**src/rtl/rv_muldiv_seq_if.sv**
```systemverilog
// rv_muldiv_seq_if: request/response bundle between the ALU stage
// and the iterative RV32M multiply/divide sequencer.
interface rv_muldiv_seq_if;
   logic        i_flush;
   logic        i_start;
   logic [2:0]  i_funct3;
   logic [31:0] i_op1;
   logic [31:0] i_op2;
   logic [4:0]  i_rd;
   logic        o_busy;
   logic        o_valid;
   logic [31:0] o_result;
   logic [4:0]  o_rd;

   modport master (
      output i_flush, i_start, i_funct3,
      output i_op1, i_op2, i_rd,
      input  o_busy, o_valid, o_result, o_rd
   );

   modport slave (
      input  i_flush, i_start, i_funct3,
      input  i_op1, i_op2, i_rd,
      output o_busy, o_valid, o_result, o_rd
   );
endinterface

```
**src/rtl/rv_muldiv_seq.sv**
```systemverilog
// rv_muldiv_seq: iterative RV32M MUL*/DIV*/REM* unit.
// Works on magnitudes and fixes the sign in one FIX cycle.
module rv_muldiv_seq #(
   parameter int BITS_PER_CYCLE = 1,
   parameter bit FAST_SPECIAL   = 1'b1
) (
   input  logic           i_clk,
   input  logic           i_reset_n,
   rv_muldiv_seq_if.slave bus
);
   localparam logic [1:0] IDLE = 2'd0;
   localparam logic [1:0] CALC = 2'd1;
   localparam logic [1:0] FIX  = 2'd2;
   localparam logic [1:0] DONE = 2'd3;
   localparam int NSTEP = 32 / BITS_PER_CYCLE;
   localparam logic [4:0] CNT_INIT = 5'(NSTEP - 1);

   logic [1:0]  state_q, state_d;
   logic [4:0]  cnt_q, cnt_d;
   logic [2:0]  fn_q, fn_d;
   logic [4:0]  rd_q, rd_d;
   logic [63:0] mc_q, mc_d;
   logic [31:0] mr_q, mr_d;
   logic [63:0] acc_q, acc_d;
   logic [31:0] rem_q, rem_d;
   logic        pneg_q, pneg_d;
   logic        rneg_q, rneg_d;
   logic [31:0] res_q, res_d;
   logic [4:0]  ord_q, ord_d;

   logic [2:0]  f;
   logic        accept, s1, s2, zdiv, ovf, fast;
   logic [31:0] m1, m2, fast_res;
   logic [63:0] prod;
   logic [31:0] qv, rv, fix_res;
   logic [63:0] mul_step;
   logic [31:0] r_cur, q_step;
   logic [32:0] r_try;

   assign f      = bus.i_funct3;
   assign accept = (state_q == IDLE) & bus.i_start & ~bus.i_flush;
   assign s1     = bus.i_op1[31] & ~(f[0] & (f[1] | f[2]));
   assign s2     = bus.i_op2[31]
                 & ((f == 3'b001) | (f == 3'b100) | (f == 3'b110));
   assign m1     = s1 ? -bus.i_op1 : bus.i_op1;
   assign m2     = s2 ? -bus.i_op2 : bus.i_op2;
   assign zdiv   = (bus.i_op2 == '0);
   assign ovf    = f[2] & ~f[0]
                 & (bus.i_op1 == 32'h8000_0000)
                 & (bus.i_op2 == 32'hFFFF_FFFF);
   assign fast   = FAST_SPECIAL & f[2] & (zdiv | ovf);
   assign fast_res = zdiv ? (f[1] ? bus.i_op1 : 32'hFFFF_FFFF)
                          : (f[1] ? 32'h0 : 32'h8000_0000);

   // One CALC cycle: BITS_PER_CYCLE shift-add or restoring steps.
   always_comb begin
      mul_step = acc_q;
      r_cur    = rem_q;
      q_step   = acc_q[31:0];
      r_try    = '0;
      for (int k = 0; k < BITS_PER_CYCLE; k++) begin
         if (mr_q[k]) mul_step = mul_step + (mc_q << k);
         r_try  = {r_cur, q_step[31]};
         q_step = {q_step[30:0], 1'b0};
         if (r_try >= {1'b0, mr_q}) begin
            r_try     = r_try - {1'b0, mr_q};
            q_step[0] = 1'b1;
         end
         r_cur = r_try[31:0];
      end
   end

   assign prod = pneg_q ? -acc_q : acc_q;
   assign qv   = pneg_q ? -acc_q[31:0] : acc_q[31:0];
   assign rv   = rneg_q ? -rem_q : rem_q;
   assign fix_res = fn_q[2] ? (fn_q[1] ? rv : qv)
                  : ((fn_q[1:0] == 2'b00) ? prod[31:0] : prod[63:32]);

   always_comb begin
      state_d = state_q;
      cnt_d   = cnt_q;
      fn_d    = fn_q;
      rd_d    = rd_q;
      mc_d    = mc_q;
      mr_d    = mr_q;
      acc_d   = acc_q;
      rem_d   = rem_q;
      pneg_d  = pneg_q;
      rneg_d  = rneg_q;
      res_d   = res_q;
      ord_d   = ord_q;
      if (bus.i_flush) begin
         state_d = IDLE;
      end else begin
         case (state_q)
            IDLE: if (bus.i_start) begin
               fn_d   = f;
               rd_d   = bus.i_rd;
               mc_d   = {32'h0, m1};
               mr_d   = m2;
               acc_d  = f[2] ? {32'h0, m1} : 64'h0;
               rem_d  = '0;
               // x/0 keeps an all-ones quotient even for signed DIV
               pneg_d = (s1 ^ s2) & ~(f[2] & zdiv);
               rneg_d = s1;
               cnt_d  = CNT_INIT;
               if (fast) begin
                  state_d = DONE;
                  res_d   = fast_res;
                  ord_d   = bus.i_rd;
               end else begin
                  state_d = CALC;
               end
            end
            CALC: begin
               if (fn_q[2]) begin
                  acc_d = {32'h0, q_step};
                  rem_d = r_cur;
               end else begin
                  acc_d = mul_step;
                  mc_d  = mc_q << BITS_PER_CYCLE;
                  mr_d  = mr_q >> BITS_PER_CYCLE;
               end
               if (cnt_q == '0) state_d = FIX;
               else cnt_d = cnt_q - 5'd1;
            end
            FIX: begin
               state_d = DONE;
               res_d   = fix_res;
               ord_d   = rd_q;
            end
            default: state_d = IDLE;
         endcase
      end
   end

   always_ff @(posedge i_clk or negedge i_reset_n) begin
      if (!i_reset_n) begin
         state_q <= IDLE;
         cnt_q   <= '0;
         fn_q    <= '0;
         rd_q    <= '0;
         mc_q    <= '0;
         mr_q    <= '0;
         acc_q   <= '0;
         rem_q   <= '0;
         pneg_q  <= 1'b0;
         rneg_q  <= 1'b0;
         res_q   <= '0;
         ord_q   <= '0;
      end else begin
         state_q <= state_d;
         cnt_q   <= cnt_d;
         fn_q    <= fn_d;
         rd_q    <= rd_d;
         mc_q    <= mc_d;
         mr_q    <= mr_d;
         acc_q   <= acc_d;
         rem_q   <= rem_d;
         pneg_q  <= pneg_d;
         rneg_q  <= rneg_d;
         res_q   <= res_d;
         ord_q   <= ord_d;
      end
   end

   assign bus.o_busy   = i_reset_n
                       & (accept | (state_q == CALC) | (state_q == FIX));
   assign bus.o_valid  = (state_q == DONE) & ~bus.i_flush;
   assign bus.o_result = res_q;
   assign bus.o_rd     = ord_q;
endmodule

```
**src/flat_wrapper.sv**
```systemverilog
// flat-port wrapper written by rule: the top's interface ports become plain ports
module rv_muldiv_seq_flat 
#(
   parameter int BITS_PER_CYCLE = 1,
   parameter bit FAST_SPECIAL   = 1'b1
)
  (i_clk, i_reset_n, bus_i_flush, bus_i_start, bus_i_funct3, bus_i_op1, bus_i_op2, bus_i_rd, bus_o_busy, bus_o_valid, bus_o_result, bus_o_rd);
  rv_muldiv_seq_if bus_i ();
  input  logic i_clk;
  input  logic i_reset_n;
  input wire logic [$bits(bus_i.i_flush)-1:0] bus_i_flush;
  input wire logic [$bits(bus_i.i_start)-1:0] bus_i_start;
  input wire logic [$bits(bus_i.i_funct3)-1:0] bus_i_funct3;
  input wire logic [$bits(bus_i.i_op1)-1:0] bus_i_op1;
  input wire logic [$bits(bus_i.i_op2)-1:0] bus_i_op2;
  input wire logic [$bits(bus_i.i_rd)-1:0] bus_i_rd;
  output wire logic [$bits(bus_i.o_busy)-1:0] bus_o_busy;
  output wire logic [$bits(bus_i.o_valid)-1:0] bus_o_valid;
  output wire logic [$bits(bus_i.o_result)-1:0] bus_o_result;
  output wire logic [$bits(bus_i.o_rd)-1:0] bus_o_rd;
  assign bus_i.i_flush = bus_i_flush;
  assign bus_i.i_start = bus_i_start;
  assign bus_i.i_funct3 = bus_i_funct3;
  assign bus_i.i_op1 = bus_i_op1;
  assign bus_i.i_op2 = bus_i_op2;
  assign bus_i.i_rd = bus_i_rd;
  assign bus_o_busy = bus_i.o_busy;
  assign bus_o_valid = bus_i.o_valid;
  assign bus_o_result = bus_i.o_result;
  assign bus_o_rd = bus_i.o_rd;
  rv_muldiv_seq #(.BITS_PER_CYCLE(BITS_PER_CYCLE), .FAST_SPECIAL(FAST_SPECIAL)) u_core (.i_clk(i_clk), .i_reset_n(i_reset_n), .bus(bus_i));
endmodule
```
**config.mk**
```make
export PLATFORM = sky130hd
export DESIGN_NAME = rv_muldiv_seq_flat
export DESIGN_NICKNAME = d
export VERILOG_FILES = /design/src/rtl/rv_muldiv_seq_if.sv /design/src/rtl/rv_muldiv_seq.sv /design/src/flat_wrapper.sv
export SDC_FILE = /design/constraint.sdc
export NUM_CORES = 1
export LEC_CHECK = 0
export CORE_MARGIN = 1.5
export CORE_UTILIZATION = 45
export CTS_CLUSTER_DIAMETER = 120
export DETAILED_ROUTE_END_ITERATION = 10
export SLEW_MARGIN = 30
export SYNTH_ARGS = -nofsm -noshare
export SYNTH_HDL_FRONTEND = slang
export SYNTH_SLANG_ARGS = --single-unit
```
**constraint.sdc**
```tcl
create_clock -name i_clk -period 8 [get_ports i_clk]
set_input_delay 1.2 -clock i_clk [delete_from_list [all_inputs] [get_ports i_clk]]
set_output_delay 1.2 -clock i_clk [all_outputs]
set_load 0.1 [all_outputs]
```
# [Word-level counts from Yosys, hierarchy flattened]
# Index checks and enable logic that the tools add are counted.
[op_classes] n_reduce_logical=13 n_eq_ne=16 bitwise_logic=24 muxes=41 magnitude_cmp=1 addsub=8
[op_table] op="$mux 32" count=18
[op_table] op="$mux 64" count=6
[op_table] op="$pmux 64 s2" count=2
[op_table] op="$pmux 32 s2" count=3
[op_table] op="$neg 32->32" count=4
[op_table] op="$add 64x64->64" count=1
[op_table] op="$eq 32x32->1 const B" count=2
[op_table] op="$neg 64->64" count=1
[op_table] op="$ge 33x32->1" count=1
[op_table] op="$logic_not 32->1" count=1
[op_table] op="$sub 32x32->32" count=1
[op_table] op="$mux 5" count=4
[op_table] op="$pmux 5 s2" count=2
[op_table] op="$reduce_and 4->1" count=5
[op_table] op="$and 1x1->1" count=13
[op_table] op="$mux 2" count=4
[op_table] op="$eq 3x3->1 const B" count=2
[op_table] op="$ne 2x2->1 const B" count=3
[op_table] op="$or 1x1->1" count=6
[op_table] op="$pmux 2 s3" count=1
[op_table] op="$logic_not 5->1" count=1
[op_table] op="$sub 5x1->5 const B" count=1
[op_table] op="$eq 2x2->1 const B" count=2
[op_table] op="$logic_not 2->1" count=2
[op_table] op="other kinds (12)" count=17
[word_totals] output_inout_bits=39 wordCells=115 reg_bits=246 inputBits=76

# [Logic depth before layout (Yosys ltp)]
[logic_depth] ltp_word=10 mapped_depth=14 depth_no_buf=14

# [Worst setup path after synthesis]
# No wires, ideal clock.
[synth_path] path_type="input to output" from="input bus_i_start" to="output bus_o_busy" t_required_ns=6.800 arrival_time_ns=4.096 cell_stages=5 path_buffers=2 setup_slack_ns=2.704 path_cell_list="nand2_1 > or2_2 > clkbuf_1 > clkbuf_1 > a21boi_0"
[synth_between] elab_chain_len=5
[synth_lines] item="start, declared" line_no="flat_wrapper.sv:12" source="input wire logic [$bits(bus_i.i_start)-1:0] bus_i_start;"
[synth_lines] item="$and 1x1->1 (2 in series)" line_no="rv_muldiv_seq.sv:41" source="assign accept = (state_q == IDLE) & bus.i_start & ~bus.i_flush;"
[synth_lines] item="$or 1x1->1 (2 in series)" line_no="rv_muldiv_seq.sv:168" source="& (accept | (state_q == CALC) | (state_q == FIX));"
[synth_lines] item="$and 1x1->1" line_no="rv_muldiv_seq.sv:168"
[synth_lines] item="end, declared" line_no="flat_wrapper.sv:17" source="output wire logic [$bits(bus_i.o_busy)-1:0] bus_o_busy;"
# Every way passes these cells.

# [Worst setup path after layout]
[layout_path] from="input bus_i_flush" to="output bus_o_busy"
[layout_between] elab_chain_len=5
[layout_lines] item="start, declared" line_no="flat_wrapper.sv:11" source="input wire logic [$bits(bus_i.i_flush)-1:0] bus_i_flush;"
[layout_lines] item="$not 1->1 (no source line)"
[layout_lines] item="$and 1x1->1" line_no="rv_muldiv_seq.sv:41"
[layout_lines] item="$or 1x1->1 (2 in series)" line_no="rv_muldiv_seq.sv:168"
[layout_lines] item="$and 1x1->1" line_no="rv_muldiv_seq.sv:168"
# Every way passes these cells.

==> flow_summary.toml <==
[worst_setup_path]
cp-start-kind = "input port"
worstSetupEndpointType = "primary output"
cp_max_fo = 19
cp_common_cell = "clkdlybuf4s50_1"
reg2reg_from = "u_core.acc_q[0]"
critPathArrivalTime_ns = 3.67
cp_slowest_stage_delay_ns = 1.16
cp_slowest_cell = "clkdlybuf4s50_1"
reg2reg_to = "u_core.acc_q[62]"
worst-r2r-cell-count = 12
rrSetupSlack_ns = 3.39
path_cells = "clkdlybuf4s50_1, or2_2, a21boi_0, clkdlybuf4s50_1"
crit_type = "input port to primary output"
required_ns = 6.80

[cts]
clk_pin_slew_ns = 0.06
cts_root_buffer = "clkbuf_16"
cts_made_buffers = 34
postCtsHoldBufs = 0
cts_resized = 0
postCtsSetupRepairBufs = 0
numClockSinks = 246
cts_tree = "yes"
clock_latency_ns = 0.55
htreeDepth = 2
clk_path_buf_depth = 3

[grt]
grt_use_total_pct = 30.8
first_global_vias = 18800
grt_max_degree = 93
grt-ovfl-total = 0
antenna_found_initial = 2
grt_first_pass_wirelength_mm = 113

[floorplan]
core-area_um2 = 44400
fp.dieH_um = 216
ios = 115
die-area_um2 = 46500
die_x_um = 216
start_util_pct = 45.8
rows = 77

[flow_run]
drv_cap = 0

[pwr]
leakagePower_nw = 9.88
p_clk_share_pct = 16.1
switching_power_mw = 5.04
netSwitchingFraction_pct = 52.6
intPower_mw = 4.54
peakVddDrop_uv = 379
seq_power_share_pct = 23.4
power_density_nw_per_um2 = 416
combPwrFrac_pct = 60.5

[timing]
setup_viol = 0
fin_crit_ns = 4.87
worst_slew_pin_slew_ns = 1.02
rsz0062_at_grt = "false"
maxSlewHeadroom_pct = 31.4
hold_violations = 0
clock.fmax_ghz = 0.205
slew_violations = 0
setup-tns-final_ns = 0
skew_ns = 0.0148
whs_ns = 0.511
fin_crit_sh_pct = 60.9

[logic_synthesis]
synthesis.area_um2 = 20400
avgSynthCellArea_um2 = 7.77
ys_seq_elements = 246
synthFlopType = "dfrtp_1"
synth_edf_count = 0
netlist-cell-type-count = 77
synth_nets = 2804
synth_cells = 2619
ys_warn_count = 0
synth_seq_area_share_pct = 30.2
async_flop_share_pct = 100

[drt]
maxUsedRoutingLayer = "met4"
via_per_inst = 6.16
wl_per_cell_um = 22.1
postRouteWirelength_mm = 72.0
wirelength_met1_mm = 33.6
drtIter0Drc = 2082
wl_met2_mm = 31.8
wl_met3_mm = 4.90
drt_pass1_iterations = 6
via_count = 20100
ant_nets = 0
drc = 0

[placement]
place_area_um2 = 21900
io_buffers = 114
hpwl_mm = 55.4
routabilityCongestion = 0.980

[cells_and_area]
fin_area_um2 = 23000
area_growth_pct = 13.1
final_layout_size_suffix_gt1_share_pct = 4.76
fillers = 4265
nNetsFinal = 2829

[hold_path]
holdPathStages = 2
min_path_type = "flop to flop"
whs_endpoint = "u_core.mr_q[29]"
holdCritStartpoint = "u_core.mr_q[29]"

[status]
status = "complete, no violations"
## sequential cells by signal, indices dropped and copies added, names as in the netlist, 5 cells and up
name and count:
u_core.mr_q 32, u_core.mc_q 64, u_core.acc_q 64, u_core.cnt_q 5, u_core.rd_q 5, u_core.bus.o_result 32
u_core.rem_q 32, u_core.bus.o_rd 5
## kinds of logic after synthesis
group                      count (synthesis)  share of synthesized area [%]
xor gates and xnor gates                 234                           10.1
muxes                                     38                           1.93
AOI/OAI and AO/OA                        901                           27.3
and+or+nand+nor                          836                           18.8
buffers and inverters                    255                           4.88
adders and majority gates                109                           6.77
DFF                                      246                           30.2
## worst max path at each step
stage / start / to / slack [ns] / cells after the start
global placement: bus_i_op1[15] / u_core.bus.o_result[31] / 2.79 / 11
CTS: bus_i_flush / bus_o_busy / 3.12 / 4
floorplan: bus_i_start / bus_o_busy / 2.70 / 5
global route: bus_i_flush / bus_o_busy / 2.99 / 4
finish: bus_i_flush / bus_o_busy / 3.13 / 4
detailed placement: bus_i_op1[15] / u_core.bus.o_result[31] / 2.70 / 11
## through the flow
stage               std cells  utilization [%]  power, mW  setup slack, ns
finish                   3263             51.9       9.58             3.13
CTS                      3261             51.8       9.52             3.12
global route             3262             51.9       10.2             2.99
global placement         3200             49.3       7.89             2.79
detailed placement       3200             49.3       7.94             2.70
floorplan                2619                -       6.26             2.70
## power groups by stage
stage	logic, mW	clock network (mW)	registers, mW
6_report	5.80	1.54	2.24
5_1_grt	6.31	1.63	2.30
3_3_place_gp	5.65	0	2.24
3_5_place_dp	5.69	0	2.25
2_1_floorplan	3.64	0	2.62
4_1_cts	5.72	1.58	2.23
## layout make-up
class / count / area [µm²] / area share (%)
inverter: 109 / 409 / 1.78
clock inverter: 16 / 145 / 0.630
multi-input combinational: 2118 / 13300 / 57.6
antenna: 2 / 5.00 / 0.0217
sequential: 246 / 6160 / 26.7
tap: 592 / 741 / 3.21
timing repair buffer: 135 / 1310 / 5.68
clock buffer: 45 / 996 / 4.32
## cells in the mapped netlist, drive strengths merged, types with 43 or more instances
master / n / share of area (%)
a21o: 45 / 1.7
a21oi: 280 / 6.9
clkbuf: 123 / 2.3
dfrtp: 246 / 30
ha: 107 / 6.6
inv: 109 / 2.0
nand2: 311 / 5.7
nand4: 46 / 1.4
nor2: 248 / 4.6
o21ai: 274 / 6.7
o31ai: 43 / 1.6
xnor2: 122 / 5.2
xor2: 112 / 4.8
## per-layer routing
layer  track usage (%)  vias up
met2              47.4      743
met5                 0        -
li1                  -     9527
met1              44.5     9728
met3              4.65       97
met4              8.95        0
## layout by cell type, fill, tap and decap left out, types with 10 or more instances in the layout
master / count
nor3_1: 40
o21bai_1: 23
or3_1: 21
nand3_1: 39
nand2b_1: 18
o21a_1: 10
a31oi_1: 26
dfrtp_1: 245
or4_1: 18
or2_2: 13
xnor2_1: 122
a21boi_0: 11
o22ai_1: 10
clkdlybuf4s50_1: 113
a211oi_1: 19
nor2b_1: 16
inv_1: 108
clkbuf_16: 37
nand4_1: 46
ha_1: 105
nor2_1: 245
nand2_1: 310
mux2i_1: 28
o221ai_1: 13
a21o_1: 45
xor2_1: 112
nor4_1: 21
mux2_2: 10
o31ai_1: 42
a22o_1: 40
a221oi_1: 19
a22oi_1: 10
buf_4: 20
o41ai_1: 22
a21oi_1: 278
o21ai_0: 273
## critical path, delay by kind of cell
kind / cells / cell delay (ns)
AOI/OAI and AO/OA: 1 / 0.23
buffers and inverters: 2 / 1.70
and+or+nand+nor: 1 / 0.54
No activity file was read; power rests on OpenSTA's default activity.
